<file path="src/rtl/alu_shift_sequencer.sv">
// Sequences an N-bit logical shift as N single-step requests to an external
// registered shift unit, with valid/ready handshakes on command and result.
module alu_shift_sequencer #(
  parameter int Op_Width  = 16,
  parameter int Amt_Width = 4
) (
  input  logic                 CLK,
  input  logic                 RST,
  input  logic                 Cmd_Valid,
  output logic                 Cmd_Ready,
  input  logic [Op_Width-1:0]  Cmd_Data,
  input  logic                 Cmd_Dir,
  input  logic [Amt_Width-1:0] Cmd_Amt,
  output logic [Op_Width-1:0]  Su_A,
  output logic [Op_Width-1:0]  Su_B,
  output logic [1:0]           Su_FUN,
  output logic                 Su_En,
  input  logic [Op_Width-1:0]  Su_Out,
  input  logic                 Su_Flag,
  output logic                 Res_Valid,
  input  logic                 Res_Ready,
  output logic [Op_Width-1:0]  Res_Data,
  output logic                 Res_Err
);

  typedef enum logic [1:0] {IDLE, ISSUE, WAIT, DONE} state_t;

  state_t                state_q, state_d;
  logic [Op_Width-1:0]   work_q, work_d;
  logic [Amt_Width-1:0]  remaining_q, remaining_d;
  logic                  dir_q, dir_d;
  logic                  err_q, err_d;

  always_ff @(posedge CLK or negedge RST) begin
    if (!RST) begin
      state_q     <= IDLE;
      work_q      <= '0;
      remaining_q <= '0;
      dir_q       <= 1'b0;
      err_q       <= 1'b0;
    end else begin
      state_q     <= state_d;
      work_q      <= work_d;
      remaining_q <= remaining_d;
      dir_q       <= dir_d;
      err_q       <= err_d;
    end
  end

  always_comb begin
    state_d     = state_q;
    work_d      = work_q;
    remaining_d = remaining_q;
    dir_d       = dir_q;
    err_d       = err_q;
    case (state_q)
      IDLE: begin
        if (Cmd_Valid) begin
          work_d      = Cmd_Data;
          dir_d       = Cmd_Dir;
          remaining_d = Cmd_Amt;
          err_d       = 1'b0;
          state_d     = (Cmd_Amt == '0) ? DONE : ISSUE;
        end
      end
      ISSUE: state_d = WAIT;
      WAIT: begin
        // A missing flag aborts the chain and returns the last good value.
        if (Su_Flag) begin
          work_d      = Su_Out;
          remaining_d = remaining_q - Amt_Width'(1);
          state_d     = (remaining_q == Amt_Width'(1)) ? DONE : ISSUE;
        end else begin
          err_d   = 1'b1;
          state_d = DONE;
        end
      end
      DONE: begin
        if (Res_Ready) state_d = IDLE;
      end
      default: state_d = IDLE;
    endcase
  end

  assign Cmd_Ready = (state_q == IDLE);
  assign Su_En     = (state_q == ISSUE);
  assign Su_A      = work_q;
  assign Su_B      = '0;
  assign Su_FUN    = {1'b0, dir_q};
  assign Res_Valid = (state_q == DONE);
  assign Res_Data  = work_q;
  assign Res_Err   = err_q;

endmodule

</file>
<file path="config.mk">
export PLATFORM = sky130hd
export DESIGN_NAME = alu_shift_sequencer
export DESIGN_NICKNAME = d
export VERILOG_FILES = /design/src/rtl/alu_shift_sequencer.sv
export SDC_FILE = /design/constraint.sdc
export NUM_CORES = 1
export LEC_CHECK = 0
export CORE_ASPECT_RATIO = 1.5
export CORE_MARGIN = 2
export CORE_UTILIZATION = 42
export CTS_BUF_LIST = sky130_fd_sc_hd__clkbuf_8
export DETAILED_ROUTE_END_ITERATION = 12
export PLACE_DENSITY_LB_ADDON = 0.1
export SYNTH_ARGS = -nofsm -noshare
export SYNTH_HDL_FRONTEND = slang
export SYNTH_SLANG_ARGS = --single-unit
</file>
<file path="constraint.sdc">
create_clock -name CLK -period 2.5 [get_ports CLK]
set_input_delay 0.25 -clock CLK [delete_from_list [all_inputs] [get_ports CLK]]
set_output_delay 0.25 -clock CLK [all_outputs]
set_load 0.005 [all_outputs]
</file>
# Yosys cells after proc, flatten, opt, wreduce, memory -nomap -nowiden
# Index checks and enable logic that the tools add are counted.
[classes] mux=15 n_eq_ne=8 n_reduce_logical=7 addsub=1
[ops] cell="$mux 16" count=2
[ops] cell="$pmux 16 s2" count=1
[ops] cell="$mux 2" count=5
[ops] cell="$mux 4" count=2
[ops] cell="$pmux 2 s4" count=1
[ops] cell="$pmux 4 s2" count=1
[ops] cell="$ne 2x2->1 const B" count=3
[ops] cell="$reduce_and 3->1" count=2
[ops] cell="$eq 2x2->1 const B" count=2
[ops] cell="$eq 4x1->1 const B" count=1
[ops] cell="$logic_not 4->1" count=1
[ops] cell="$reduce_and 2->1" count=2
[ops] cell="$sub 4x1->4 const B" count=1
[ops] cell="$eq 2x1->1 const B" count=1
[ops] cell="$logic_not 2->1" count=1
[ops] cell="$mux 1" count=2
[ops] cell="$ne 2x1->1 const B" count=1
[ops] cell="$pmux 1 s2" count=1
[ops] cell="$reduce_bool 2->1" count=1
[word_totals] inputBits=42 out_inout_bits=54 regBits=24 wordCells=36

# Longest topological paths before layout
# Gate-level depths: netlist of the first run.
[logic_depth] ltp_word=4 ltp_mapped=6 depth_no_buf=5

# Least setup slack after synthesis of the first run
# OpenSTA, ideal clock, no wires.
[synth_path] path_type="reg-to-reg" from="register state_q[1]" to="register work_q[10], in the netlist Res_Data[10]" period_less_slack_ns=1.521 setup_slack_ns=0.979 stages_incl_launch_ff=7 t_arrival_ns=1.396 required_time_ns=2.375 setup_ns=0.125 path_buffers=3 path_cell_list="dfrtp_1 -> buf_6 -> nor2b_4 -> buf_6 -> buf_8 -> mux2_4 -> mux2_4"
[synth_between] elab_chain_len=3 elab_cells_between_ends=7 cone_classes="eq/ne (3); mux (1); reduce/logical (3)"
[synth_rtl] item="start: declaration" line_no="28" source="state_t state_q, state_d;"
[synth_rtl] item="start signal: assignment" line_no="42" source="state_q <= state_d;"
[synth_rtl] item="$eq 2x2->1 / $logic_not 2->1 (equally long branches)" line_no="56" source="case (state_q)"
[synth_rtl] item="$ne 2x2->1 (no source line) / $reduce_bool 2->1 (equally long branches)"
[synth_rtl] item="$reduce_and 3->1 (no source line)"
[synth_rtl] item="end signal: assignment" line_no="43" source="work_q <= work_d;"
[synth_rtl] item="end: declaration" line_no="29" source="logic [Op_Width-1:0] work_q, work_d;"
# Parallel ways exist; a longest one is shown, timed or not.
# A chain may end at the register's enable or synchronous reset.

# Worst setup path in the final report of the first run
[layout_path] from="register state_q[1]" to="register work_q[1], in the netlist Res_Data[1]"
# Same word-level chain as after synthesis.

==> results of run 1 <==
path summary, 6_finish.rpt:
path / endpoint / from / cells after the start / slack (ns)
max: Res_Data[1] / state_q[1] / 4 / 0.59
min: Res_Data[5] / RST / 2 / 0.36
min in group CLK: dir_q / dir_q / 1 / 0.53
max reg2reg: Res_Data[1] / state_q[1] / 4 / 0.59
min reg2reg: dir_q / dir_q / 1 / 0.53
max in group asynchronous: remaining_q[0] / RST / 2 / 1.91
cell usage in the layout (no fill, tap or decap), types with 2 or more instances in the layout:
| cell type | n |
|---|---|
| mux2_2 | 19 |
| a2bb2oi_1 | 2 |
| clkdlybuf4s50_1 | 78 |
| mux2i_1 | 2 |
| a211oi_1 | 3 |
| nand3b_1 | 2 |
| nor2_1 | 3 |
| buf_4 | 3 |
| o21ai_0 | 7 |
| mux2_4 | 14 |
| inv_1 | 5 |
| clkbuf_8 | 4 |
| conb_1 | 17 |
| nand2_1 | 4 |
| or3_1 | 2 |
| dfrtp_1 | 24 |
| nand3_1 | 2 |
| ha_1 | 2 |
cells by family after synthesis:
family                   Yosys count  share of synthesized area
adder cells (fa/ha/maj)            2                     0.0153
buffers and inverters             46                      0.202
AO/OA/AOI/OAI                     13                     0.0498
other                              1                    0.00230
flip-flops                        24                      0.368
AND/OR/NAND/NOR                   21                     0.0813
multiplexers                      36                      0.281
flip-flops by register name, indices dropped and copies added (netlist names):
| name | flops |
|---|---|
| remaining_q | 4 |
| dir_q | 1 |
| Res_Data | 16 |
| state_q | 2 |
| Res_Err | 1 |
Yosys cell counts, drive strengths merged (2+ instances only):
master,number
buf,39
mux2,33
dfrtp,24
o21ai,7
inv,5
nand2,4
nor2,4
a211oi,3
mux2i,3
a2bb2oi,2
clkbuf,2
ha,2
nand3,2
nand3b,2
nor2b,2
or3,2
critical path, delay by kind of cell, from the launching register on:
kind,cells,cell delay (ns)
buf+inv,1,0.28
mux,2,0.64
flops,1,0.65
simple gates,1,0.23
cell type report:
| class | instances | area [um2] |
|---|---|---|
| Fill cell | 320 | 1390 |
| Timing Repair Buffer | 81 | 803 |
| Multi-Input combinational cell | 89 | 761 |
| Sequential cell | 24 | 601 |
| Clock buffer | 4 | 55.1 |
| Tap cell | 43 | 53.8 |
| Inverter | 5 | 18.8 |
stage by stage:
| step | setup WS (ns) | hold slack [ns] |
|---|---|---|
| floorplan | 0.979 | -0.0456 |
| global placement | 0.585 | 0.492 |
| detailed placement | 0.505 | 0.508 |
| CTS | 0.554 | 0.369 |
| global route | 0.454 | 0.374 |
| finish | 0.585 | 0.355 |
power groups by stage:
stage                     Sequential [uW]  Clock (uW)  Combinational (uW)
after global placement                774           0                1510
after detailed placement              786           0                1540
after floorplan                       737           0                1040
after global routing                  806         271                1650
after CTS                             780         258                1540
final                                 777         248                1520
routing by layer:
layer,share of wire,global-route usage,routed length (um)
met1,0.35,0.158,1200
met5,0,0,0
met2,0.56,0.275,1910
met4,0.0071,0.0439,24
met3,0.078,0.0167,264
==> results.cfg, run 1 <==
[status]
status = finished clean

[synthesis]
synth_edf_count = 0
synth_seq_cells = 24
synth_top_area_frac = 0.368
synth_top_area_cell = dfrtp_1
ys.warnings.count = 0
async_flop_share = 1.00
avgSynthCellArea_um2 = 11.4
ys_seq_area_frac = 0.368
postSynthCellCount = 143
synth_area_um2 = 1630
synth_flop_cell = dfrtp_1
ys_types = 30
synth_area_leaders = dfrtp_1 (37%), buf_4 (16%), mux2_2 (13%), mux2_4 (13%), o21ai_0 (2.1%)

[clock_network]
htree_levels = 1
cts.clk_slew.worst_paths_ns = 0.08
cts_tree = done
cts_hold_buffers = 0
cts-resized-gates = 0
clock_sinks = 24
post_cts_buffers = 0
clock-root-buffer = clkbuf_8
clockBufferDepth = 2
insertion_delay_ns = 0.25
cts_buffers = 3

[detailed_routing]
final_antenna_net_count = 0
routed_via_density = 4.79
wl_mm = 3.40
first_iter_violations = 21
drtPass1Iterations = 4
vias = 1178
drcViolationCount = 0
wl_per_cell_um = 13.8

[die]
core_um2 = 3680
fp.dieH_um = 80.3
dieArea_um2 = 4410
ioPinCount = 96
start_util = 0.443
die_w_um = 54.9
fp-row-count = 27

[sta]
slew_violations = 0
max_freq_ghz = 0.522
slew_headroom = 0.595
fin_skew_ns = 0.00153
finalCriticalPeriod_ns = 1.91
grt_setup_unrepaired = false
setup_viol = 0
fin_tns_setup_ns = 0
hold_viol = 0
min_period_over_period = 0.766
worst_slew_pin_slew_ns = 0.606

[power]
p_sw_uw = 783
cellPowerDensity_nw_per_um2 = 1110
switching_share = 0.308
clkPwrFrac = 0.098
internal-power_uw = 1760
vdd_drop_max_mv = 0.741
p_total_uw = 2540
seq_power_share = 0.306
pwr-share-comb = 0.597
p_leak_uw = 0.000973

[flow_run]
drv_cap = 0

[setup_path]
crit_top_cell = mux2_2
cp-start-kind = flop
cp.required_ns = 2.64
cp-end-kind = flop
critPathKind = flop to flop
worst-path-max-fanout = 19
arrival_ns = 2.06
slowest_stage = dfrtp_1
slowest_delay_ns = 0.65
crit_chain = nor2b_4, buf_4, mux2_2, mux2_2

[grt]
grt_overflow = 0
grt_pass1_wl_mm = 4.81
grt_max_degree = 25
antenna_found_initial = 0
grt_pass1_vias = 1124
grtUsageTotal = 0.145

[min_path]
min_path_type = input port to asynchronous set/reset pin

[cells_and_area]
final_util = 0.622
syn_to_final_growth_pct = 40.5
antenna_cells = 0
drive_above_1_share = 0.217
instances_no_fill = 246
final_nets = 248
postLayoutCellArea_um2 = 2290

[placed_design]
place_inst = 242
io_buffers = 78
placed_area_um2 = 2240
gp_congestion = 0.820
hpwl_mm = 2.74
Power figures use the tool's default switching activity.
==> inputs of run 2 (changes only) <==
CORE_UTILIZATION = 39   (was 42)
clock period = 1.9 ns   (was 2.5 ns; I/O delays follow)
==> results.cfg, run 2 (same netlist as run 1, synthesis figures left out) <==
[flow_run]
drv_cap = 0

[setup_path]
path_buf_inv = 2
crit_chain = buf_4, nor2b_1, clkdlybuf4s50_1
cp.required_ns = 1.71
critPathKind = flop to output port
slowest_delay_ns = 0.52
cp-start-kind = flop
r2r_start = state_q[1]
slowest_stage = clkdlybuf4s50_1
cp-end-kind = output port
r2r-end = Res_Data[6]
crit_family = buffers and inverters
worst-path-max-fanout = 19
arrival_ns = 1.57
rrSetupSlack_ns = 0.31
rr_worst_depth = 4

[clock_network]
cts.clk_slew.worst_paths_ns = 0.09
cts_buffers = 3
clock_sinks = 24
cts_tree = done
htree_levels = 1
clock-root-buffer = clkbuf_8
insertion_delay_ns = 0.26
clockBufferDepth = 2

[cells_and_area]
instances_no_fill = 251
final_nets = 251
fill_cells = 371
final_util = 0.584
syn_to_final_growth_pct = 42.9
mostFrequentLayoutCells = clkdlybuf4s50_1 (78), dfrtp_1 (23), mux2_2 (19)
layout_commonest_cell = clkdlybuf4s50_1
multi_input_area_um2 = 761
antenna_cells = 0
largest_reg_flops = 16
drive_above_1_share = 0.233
regArea_um2 = 602

[sta]
min_period_over_period = 0.925
grt_setup_unrepaired = false
setup_viol = 0
slew_violations = 0
fin_tns_setup_ns = 0
max_freq_ghz = 0.569
fin_skew_ns = 0.00341
finalCriticalPeriod_ns = 1.76
hold_viol = 0

[power]
pwr-share-comb = 0.608
cellPowerDensity_nw_per_um2 = 1470
seq_power_share = 0.291
vdd_drop_max_mv = 0.776
clkPwrFrac = 0.101
switching_share = 0.308
internal-power_uw = 2380
p_leak_uw = 0.000991
p_sw_uw = 1060

[placed_design]
place_inst = 247
hpwl_mm = 2.78
io_buffers = 78
gp_congestion = 0.716

[die]
fp-row-count = 28
fp.dieH_um = 83.2
die_w_um = 56.8
core_um2 = 3990
ioPinCount = 96
dieArea_um2 = 4730
start_util = 0.409

[detailed_routing]
final_antenna_net_count = 0
vias = 1168
wl_per_cell_um = 14.0
drcViolationCount = 0
wl_mm = 3.52
first_iter_violations = 21
routed_via_density = 4.65
drtPass1Iterations = 2

[grt]
antenna_found_initial = 0
grt_pass1_wl_mm = 5.65
grt_max_degree = 25
grt_pass1_vias = 1129
grtUsageTotal = 0.148
grt_overflow = 0

[min_path]
min_path_type = input port to asynchronous set/reset pin

[status]
status = finished clean
[run 2: cell count changes in the layout (fill, tap and decap cells not counted), sizes merged]
cell	delta
buf	+3
[run 2: how the worst max path moves through the flow]
stage	cells past startpoint	endpoint	from	slack, ns
floorplan	6	Res_Data[10]	state_q[1]	0.38
global placement	5	Res_Data[13]	Su_Flag	0.24
detailed placement	5	Res_Data[1]	Su_Flag	0.22
CTS	3	Res_Valid	state_q[1]	0.06
global route	3	Su_En	state_q[0]	0.05
finish	3	Su_En	state_q[0]	0.14
[run 2: metal layers]
metal  wire (um)  GRT usage
met1        1340      0.183
met2        1920      0.261
met3         227     0.0265
met4          32     0.0381
met5           0          0
[run 2: area by class of cell]
class	count	area share
clock buffer	4	0.0236
inverter	5	0.00805
multi-input combinational	89	0.326
sequential	24	0.258
tap	45	0.0242
timing repair buffer	84	0.360
[run 2: per-stage QoR]
step / instance area (um2) / hold WS [ns] / power, uW / setup slack (ns)
2_1_floorplan: 1690 / -0.106 / 2340 / 0.379
3_3_place_gp: 2270 / 0.493 / 3070 / 0.239
3_5_place_dp: 2270 / 0.504 / 3130 / 0.218
4_1_cts: 2330 / 0.281 / 3490 / 0.0608
5_1_grt: 2330 / 0.298 / 3670 / 0.0527
6_report: 2330 / 0.277 / 3430 / 0.143
[run 2: repair_timing]
item                       4_1_cts  5_1_grt
resized for setup                0        1
setup endpoints to repair        0        1
hold buffers                     0        0
buffers inserted                 0        0
hold endpoints to repair         0        0
[run 2: power by group through the flow]
stage          sequential, uW  clock, uW  combinational (uW)
2_1_floorplan             970          0                1370
3_3_place_gp              992          0                2080
3_5_place_dp             1010          0                2110
4_1_cts                  1000        361                2120
5_1_grt                  1040        381                2250
6_report                 1000        347                2090
